[src/rtl/mul_arb_pkg.sv]
// Shared types for the two-requester multiplier front-end: FSM states,
// the latched request record and the requester count.
package mul_arb_pkg;

    localparam int NUM_REQ  = 2;
    localparam int MUL_XLEN = 32;

    typedef enum logic [1:0] {
        S_IDLE  = 2'd0,
        S_ISSUE = 2'd1,
        S_WAIT  = 2'd2,
        S_RESP  = 2'd3
    } state_e;

    // Operand fields are sized by MUL_XLEN; the top's XLEN defaults to it.
    typedef struct packed {
        logic [1:0]          sign;
        logic                hi;
        logic [MUL_XLEN-1:0] a;
        logic [MUL_XLEN-1:0] b;
        logic                owner;
    } req_t;

endpackage

[src/rtl/mul_rr_arb.sv]
// 2-way grant for the multiplier front-end. Define MUL_ARB_RR_EN for
// round-robin (pointer register); otherwise fixed priority to requester 0.
module mul_rr_arb
    import mul_arb_pkg::*;
(
`ifdef MUL_ARB_RR_EN
    input  logic               clock,
    input  logic               reset,
    input  logic               advance,
`endif
    input  logic [NUM_REQ-1:0] req,
    output logic [NUM_REQ-1:0] grant,
    output logic               gnt_idx
);

`ifdef MUL_ARB_RR_EN
    logic ptr;

    // Pointer moves to the side that did not just win.
    always_ff @(posedge clock or negedge reset) begin
        if (!reset)
            ptr <= 1'b0;
        else if (advance)
            ptr <= ~gnt_idx;
    end

    always_comb begin
        gnt_idx = (req[0] && req[1]) ? ptr : req[1];
        grant   = '0;
        if (|req)
            grant[gnt_idx] = 1'b1;
    end
`else
    always_comb begin
        gnt_idx = ~req[0];
        grant   = req[0] ? 2'b01 : {req[1], 1'b0};
    end
`endif

endmodule

[src/rtl/mul_arb.sv]
// Arbitrates two requesters onto one shared multiplier, one op in flight.
// MUL_ARB_RR_EN selects round-robin instead of fixed-priority grant.
module mul_arb
    import mul_arb_pkg::*;
#(
    parameter int XLEN = MUL_XLEN
)
(
    input  logic              clock,
    input  logic              reset,
    input  logic              flush,

    input  logic              req0_valid,
    output logic              req0_ready,
    input  logic [1:0]        req0_sign,
    input  logic              req0_hi,
    input  logic [XLEN-1:0]   req0_a,
    input  logic [XLEN-1:0]   req0_b,

    input  logic              req1_valid,
    output logic              req1_ready,
    input  logic [1:0]        req1_sign,
    input  logic              req1_hi,
    input  logic [XLEN-1:0]   req1_a,
    input  logic [XLEN-1:0]   req1_b,

    output logic              rsp0_valid,
    input  logic              rsp0_ready,
    output logic [XLEN-1:0]   rsp0_data,

    output logic              rsp1_valid,
    input  logic              rsp1_ready,
    output logic [XLEN-1:0]   rsp1_data,

    output logic              mul_in_valid,
    input  logic              mul_in_ready,
    output logic [1:0]        mul_sign,
    output logic [XLEN-1:0]   mul_a,
    output logic [XLEN-1:0]   mul_b,
    output logic              mul_flush,

    input  logic              mul_out_valid,
    output logic              mul_out_ready,
    input  logic [2*XLEN-1:0] mul_out_prod
);

    state_e               state, state_nxt;
    req_t                 cur, req_sel;
    logic [XLEN-1:0]      rsp_data;
    logic [NUM_REQ-1:0]   grant, req_rdy, rsp_vld;
    logic                 gnt_idx, accept, rsp_hs;

    mul_rr_arb u_arb (
`ifdef MUL_ARB_RR_EN
        .clock   (clock),
        .reset   (reset),
        .advance (accept),
`endif
        .req     ({req1_valid, req0_valid}),
        .grant   (grant),
        .gnt_idx (gnt_idx)
    );

    assign accept = |(req_rdy & {req1_valid, req0_valid});
    assign rsp_hs = |(rsp_vld & {rsp1_ready, rsp0_ready});

    always_comb begin
        req_sel = '0;
        if (gnt_idx) begin
            req_sel.sign  = req1_sign;
            req_sel.hi    = req1_hi;
            req_sel.a     = req1_a;
            req_sel.b     = req1_b;
            req_sel.owner = 1'b1;
        end else begin
            req_sel.sign  = req0_sign;
            req_sel.hi    = req0_hi;
            req_sel.a     = req0_a;
            req_sel.b     = req0_b;
            req_sel.owner = 1'b0;
        end
    end

    always_ff @(posedge clock or negedge reset) begin
        if (!reset)
            state <= S_IDLE;
        else
            state <= state_nxt;
    end

    always_comb begin
        state_nxt = state;
        if (flush) begin
            state_nxt = S_IDLE;
        end else begin
            case (state)
                S_IDLE:  if (accept)        state_nxt = S_ISSUE;
                S_ISSUE: if (mul_in_ready)  state_nxt = S_WAIT;
                S_WAIT:  if (mul_out_valid) state_nxt = S_RESP;
                S_RESP:  if (rsp_hs)        state_nxt = S_IDLE;
                default:                    state_nxt = S_IDLE;
            endcase
        end
    end

    // Flush suppresses any handshake the requesters could complete this cycle.
    always_comb begin
        req_rdy       = '0;
        rsp_vld       = '0;
        mul_in_valid  = 1'b0;
        mul_out_ready = 1'b0;
        case (state)
            S_IDLE:  req_rdy = flush ? '0 : grant;
            S_ISSUE: mul_in_valid = 1'b1;
            S_WAIT:  mul_out_ready = 1'b1;
            S_RESP:  if (!flush) rsp_vld[cur.owner] = 1'b1;
            default: ;
        endcase
    end

    always_ff @(posedge clock or negedge reset) begin
        if (!reset) begin
            cur      <= '0;
            rsp_data <= '0;
        end else begin
            if (accept)
                cur <= req_sel;
            if (state == S_WAIT && mul_out_valid && !flush)
                rsp_data <= cur.hi ? mul_out_prod[2*XLEN-1:XLEN] : mul_out_prod[XLEN-1:0];
        end
    end

    assign req0_ready = req_rdy[0];
    assign req1_ready = req_rdy[1];
    assign rsp0_valid = rsp_vld[0];
    assign rsp1_valid = rsp_vld[1];
    assign rsp0_data  = rsp_data;
    assign rsp1_data  = rsp_data;
    assign mul_sign   = cur.sign;
    assign mul_a      = cur.a;
    assign mul_b      = cur.b;
    assign mul_flush  = flush;

endmodule
[config.mk]
export PLATFORM = sky130hd
export DESIGN_NAME = mul_arb
export DESIGN_NICKNAME = d
export VERILOG_FILES = /design/src/rtl/mul_arb_pkg.sv /design/src/rtl/mul_rr_arb.sv /design/src/rtl/mul_arb.sv
export SDC_FILE = /design/constraint.sdc
export NUM_CORES = 1
export LEC_CHECK = 0
export CAP_MARGIN = 20
export CORE_AREA = 2 2 135 137
export DETAILED_ROUTE_END_ITERATION = 16
export DIE_AREA = 0 0 137 139
export GPL_ROUTABILITY_DRIVEN = 0
export MAX_ROUTING_LAYER = met4
export PLACE_DENSITY = 0.76
export SETUP_SLACK_MARGIN = 0.15
export SKIP_CTS_REPAIR_TIMING = 1
export SYNTH_ARGS = -nofsm -noshare
export SYNTH_HDL_FRONTEND = slang
export SYNTH_SLANG_ARGS = --single-unit
[constraint.sdc]
create_clock -name clock -period 2.2 [get_ports clock]
set_input_delay 0.55 -clock clock [delete_from_list [all_inputs] [get_ports clock]]
set_output_delay 0.55 -clock clock [all_outputs]
set_load 0.01 [all_outputs]
==> results.md, run 1 <==
* Synth Area in Compound Gates at 9.84%
* Clk pwr share at 15.6%
* Combinational family with the most area after synthesis: multiplexers
* Sw frac at 33.6%
* Tmin final at 2080 ps
* Xor-xnor portion of the synthesized cell area at 0%
* Cell count after synthesis at 561
* Worst path depth at 4
* Status: finished clean
* Startpoint types: flop
* Tot GR Track Use at 16.6%
* Placed cell areas at 8630 µm²
* Site row count at 49
* CP Cell Sequence: inv_1 > ha_2 > nor4bb_2 > dlymetal6s2s_1
* Synth cell count leaders: 102 x dfrtp_1, 100 x buf_4, 99 x mux2i_1, 70 x nor2_1, 67 x a21oi_1
* Critical path's slowest cell: dfrtp_1
* Fin Setup TNS at 0 ps
* TritonCTS buffer count at 9
* Grt ovf at 0
* Root buffer cell: clkbuf_16
* Max cap viols at 0
* Met2 Usage GRT at 27.0%
* Clock skew at 8.11 ps
* Sw power at 3.56 mW
* Buffers & Inverters on Critical Path at 2
* GR peak layer: met2
* Post-Layout Cell Count at 1038
* Simple-Gate Fraction of Synth Area at 8.34%
* Reg-to-reg slack, setup at 480 ps
* Final hold viol count at 0
* CTS clk-pin slew, worst paths at 70 ps
* Combinational power share at 51.8%
* Flop pwr share at 32.6%
* Synth Cell Area at 5590 µm²
* Register area share after synthesis at 45.6%
* RSZ-0062 raised after global routing: yes
* Family with the most delay on the worst path: flip-flops
* CTS H-tree depth at 3
* Pwr Density at 1180 nW/µm²
* Final net count at 1017
* Die height at 139 µm
* Clk buf depth at 2
* Ys async rst share at 100%
* Routed via count at 4548
* Max VDD drop at 0.583 mV
* Syn Area/Cell at 9.97 µm²
* I/O Pins at 344
* Crit path max fanout at 3
* DRT iter0 DRCs at 119
* PnR worst setup slack at 121 ps
* Fin crit share at 94.5%
* CP Capture Type: output port
* Internal power at 7.03 mW
* DP HPWL at 12.5 mm
* Vias per std cell at 4.38
* Final Max Slew Viols at 0
* Post-DRT Antenna Nets at 0
* Cell leakage power at 3.96 nW
* Wire per inst at 14.9 µm
* F_max at 0.481 GHz
* Met1 Use GR at 20.0%
* Distinct cells, synth at 27
* Reg-to-reg endpoint: state[1]
* Critical Path Source: state[1]
* Core Area at 17700 µm²
* Placed cell count at 1023
* Number of synthesized flops with an enable pin at 0
* Setup Viol. Count Final at 0
* Vias in the first global route at 4521
* Cell taking the most area after synthesis: dfrtp_1
* Largest cells by area after synthesis: dfrtp_1 46%, mux2i_1 18%, buf_4 13%, a21oi_1 6.0%, nor2_1 4.7%
* Skew-Pair Late Insertion Delay at 340 ps
* Slew HR at 69.2%
* CP arrival at 1530 ps
* CP endpoint: req1_ready
* Global-route wire length before repair at 23.8 mm
* Synth Area in Adders at 0.895%
* CP max stage delay at 380 ps
* Antenna violations before repair at 0
* Total nets after synthesis at 772
* Reg2reg start: state[0]
* Fraction of synthesized area in multiplexers at 17.7%
* Pre-CTS setup slack at -344 ps
* Worst reg2reg path depth at 6
* Area Growth Syn to Fin at 60.3%
* GR Util met3 at 3.25%
* Number of buffers added on ports at 343
* Drt drc at 0
* Final Cell Area at 8960 µm²
* Drt pass-1 iters at 4
* Synth warnings at 0
* Top-area cell type share of the netlist area at 45.6%
* CP Data Required Time at 1650 ps
* N_diodes at 0
* CTS Sinks at 102
* Initial core utilization at 31.7%
* Top FF cell, synth: dfrtp_1
* Die span in x at 137 µm
* Ratio of cells with drive above 1 in the final layout at 5.81%
* #FFs+latches synth at 102
* Slew at the pin closest to its max-slew limit at 463 ps
* Total Wirelength at 15.5 mm
* CTS tree: built
* CP Class: flop to output port
* Top-count cell post-synth: dfrtp_1
* HP Class: input pin to asynchronous set/reset pin
* Largest net degree at the start of global routing at 65
* Die Footprint at 19000 µm²
metrics by stage:
stage               hold WS, ps  total power [mW]  utilization, %
finish                      136              10.6            50.8
global route                145              11.3            50.8
CTS                         127              10.8            50.6
detailed placement          503              9.05            48.9
global placement            490              8.93            48.9
floorplan                   254              6.77               -
routing by layer:
metal	up-vias	part of all wire, %
met5	-	0
met4	0	2.6
met3	28	7.0
met2	183	50
met1	2065	41
li1	2272	-
worst register-to-register path: stages (launching register included):
cell,delay [ps]
dfrtp_1,340
inv_1,60
buf_4,130
ha_1,230
a222oi_1,430
nand2b_1,160
o311ai_1,260
flip-flops by register name, indices dropped and copies added, names as in the netlist:
register / count
rsp0_data: 32
mul_a: 32
mul_b: 32
mul_sign: 2
state: 2
cur: 2
cells by family after synthesis:
family / count (synthesis)
buffers and inverters: 138
multiplexers: 99
AO/OA/AOI/OAI: 104
adder cells (fa/ha/maj): 4
flip-flops: 102
AND/OR/NAND/NOR: 114
cell type report:
class	count	area, µm²
clock buffer	10	229
inverter	6	22.5
sequential	102	2550
clock inverter	4	75.1
timing repair buffer	366	3720
fill	1632	8690
tap	229	287
multi-input combinational	321	2070
cell usage in the layout, fill, tap and decap left out:
cell type	count
o311ai_1	1
a21oi_1	67
ha_2	1
clkbuf_1	1
dlymetal6s2s_1	6
o21ai_0	32
buf_4	16
clkdlybuf4s50_1	334
buf_12	9
nand3b_1	1
nor4bb_2	1
or3_1	2
clkinvlp_4	2
nand2b_1	2
a222oi_1	1
mux2i_1	99
nand2_1	34
nor2b_1	1
nor2_1	70
nor2_2	1
clkinv_1	1
o21bai_1	1
and3b_2	1
a211oi_2	1
dfrtp_1	101
dfrtp_2	1
bufinv_16	2
nor3b_4	1
inv_1	5
clkbuf_2	1
o311ai_2	1
clkbuf_16	9
ha_1	3
worst min path at each step:
stage | to | start
after detailed placement | rsp0_data[4] | reset
after floorplan | cur[0] | reset
after global routing | rsp0_data[4] | reset
after CTS | rsp0_data[4] | reset
final | rsp0_data[4] | reset
after global placement | rsp0_data[30] | rsp0_data[30]
power groups by stage:
stage	clock network, mW	logic (mW)	registers [mW]
2_1_floorplan	0	3.33	3.45
3_3_place_gp	0	5.47	3.46
3_5_place_dp	0	5.55	3.50
4_1_cts	1.72	5.56	3.47
5_1_grt	1.80	5.93	3.59
6_report	1.65	5.48	3.46
Power figures use the tool's default switching activity.
==> run 2, diff against run 1 <==
- RECOVER_POWER: default -> 25
==> results.md, run 2 (synthesis gave the netlist of run 1 again) <==
* Wire per inst at 14.9 µm (about the same)
* Root buffer cell: clkbuf_16
* Combinational power share at 51.8% (about the same)
* CP Capture Type: output port
* DRT iter0 DRCs at 119 (unchanged)
* I/O Pins at 344 (unchanged)
* Drt pass-1 iters at 7 (+3)
* Cell leakage power at 3.96 nW (about the same)
* Filler instances at 1632 (unchanged)
* Internal power at 7.03 mW (about the same)
* Max cap viols at 1 (+1)
* Clock skew at 8.13 ps (+0.0187 ps)
* Routed via count at 4549 (+0.022%)
* RSZ-0062 raised after global routing: yes
* Post-Layout Cell Count at 1038 (unchanged)
* CP arrival at 1530 ps (about the same)
* Layout Utilization at 50.8% (about the same)
* Die height at 139 µm (unchanged)
* Grt ovf at 0 (unchanged)
* CTS Sinks at 102 (unchanged)
* Skew-Pair Late Insertion Delay at 340 ps (about the same)
* F_max at 0.481 GHz (about the same)
* Tot GR Track Use at 16.6% (unchanged)
* Setup Viol. Count Final at 0 (unchanged)
* Max VDD drop at 0.583 mV (about the same)
* Sw power at 3.56 mW (about the same)
* Global-route wire length before repair at 23.8 mm (unchanged)
* Clk pwr share at 15.6% (about the same)
* Fin crit share at 94.5% (about the same)
* Clk buf depth at 2 (unchanged)
* CTS H-tree depth at 3 (unchanged)
* Core Area at 17700 µm² (unchanged)
* Drt drc at 0 (unchanged)
* Largest net degree at the start of global routing at 65 (unchanged)
* Ratio of cells with drive above 1 in the final layout at 5.69% (-0.12 points)
* Initial core utilization at 31.7% (unchanged)
* Final net count at 1017 (unchanged)
* Slew at the pin closest to its max-slew limit at 1660 ps (+1200 ps)
* Antenna violations before repair at 0 (unchanged)
* Vias in the first global route at 4521 (unchanged)
* Die span in x at 137 µm (unchanged)
* Total Power at 10.6 mW (about the same)
* Total Wirelength at 15.5 mm (about the same)
* Most common cell after layout, fill and taps aside: clkdlybuf4s50_1
* TritonCTS buffer count at 9 (unchanged)
* Placed cell areas at 8630 µm² (unchanged)
* CP Data Required Time at 1650 ps (about the same)
* Tmin final at 2080 ps (-0.0270 ps)
* Area Growth Syn to Fin at 60.2% (about the same)
* Slew HR at -10.9% (-80 points)
* Sw frac at 33.6% (about the same)
* Site row count at 49 (unchanged)
* Final hold viol count at 0 (unchanged)
* N_diodes at 0 (unchanged)
* Die Footprint at 19000 µm² (unchanged)
* Critical path's slowest cell: dfrtp_1
* Crit path max fanout at 3 (unchanged)
* Most frequent cells in the layout: 334 x clkdlybuf4s50_1, 101 x dfrtp_1, 99 x mux2i_1, 70 x nor2_1, 67 x a21oi_1
* Placed cell count at 1023 (unchanged)
* Failing checks: capacitance limit, slew limit
* CTS clk-pin slew, worst paths at 70 ps (about the same)
* Post-DRT Antenna Nets at 0 (unchanged)
* Final Max Slew Viols at 27 (+27)
* CTS tree: built
* Number of buffers added on ports at 343 (unchanged)
* Flop pwr share at 32.6% (about the same)
* DP HPWL at 12.5 mm (unchanged)
* CP Class: flop to output port
* Fin Setup TNS at 0 ps (unchanged)
* CP max stage delay at 380 ps (about the same)
* Vias per std cell at 4.38 (about the same)
* Multi-input logic area at 2070 µm² (unchanged)
* HP Class: flop to flop
* Status: complete, but fails checks
* CP Cell Sequence: inv_1 > ha_2 > nor4bb_2 > dlymetal6s2s_1
* Startpoint types: flop
* Pwr Density at 1180 nW/µm² (about the same)
* Final Cell Area at 8960 µm² (about the same)
* FF+latch area at 2550 µm² (unchanged)
## run 2: changes by cell type in the layout (fill, tap and decap cells not counted), sizes merged
cell / delta
buf: -1
clkbuf: +1
## run 2: worst paths after layout
path                                from             to  slack, ps  cells past startpoint
setup / recovery                state[1]     req1_ready        120                      4
hold / removal             rsp0_data[17]  rsp0_data[17]        520                      2
setup reg to reg                state[0]       state[1]        480                      6
hold reg to reg            rsp0_data[17]  rsp0_data[17]        520                      2
max in group asynchronous          reset      mul_b[11]        600                      2
min in group asynchronous          reset   rsp0_data[4]        630                      1
## run 2: through the flow
step / hold WS, ps / setup WS [ps]
final: 516 / 121
after global routing: 540 / 58.1
after CTS: 127 / -359
after detailed placement: 503 / -344
after global placement: 490 / -307
after floorplan: 254 / 458
## run 2: layout make-up
type	count	area share, %
multi-input cells	321	23.1
well taps	229	3.20
repair buffers	366	41.5
flip-flops and latches	102	28.5
inverters	6	0.251
clock inverters	4	0.838
clock buffers	10	2.56
## run 2: per-layer routing
metal | track usage [%] | share of wire, %
met5 | - | 0
met4 | 7.05 | 2.6
met3 | 3.25 | 7.0
met2 | 27.0 | 50
met1 | 20.0 | 41
## run 2: power groups by stage
| stage | sequential [mW] | clock (mW) | combinational (mW) |
|---|---|---|---|
| final | 3.46 | 1.65 | 5.48 |
| after detailed placement | 3.50 | 0 | 5.55 |
| after global routing | 3.59 | 1.80 | 5.93 |
| after global placement | 3.46 | 0 | 5.47 |
| after CTS | 3.47 | 1.72 | 5.56 |
| after floorplan | 3.45 | 0 | 3.33 |
## run 2: worst max-delay path: cells and delay by family, from the launching register on
family,cells,cell delay (ps)
fa+ha+maj,1,190
buf+inv,2,300
flops,1,380
simple gates,1,320
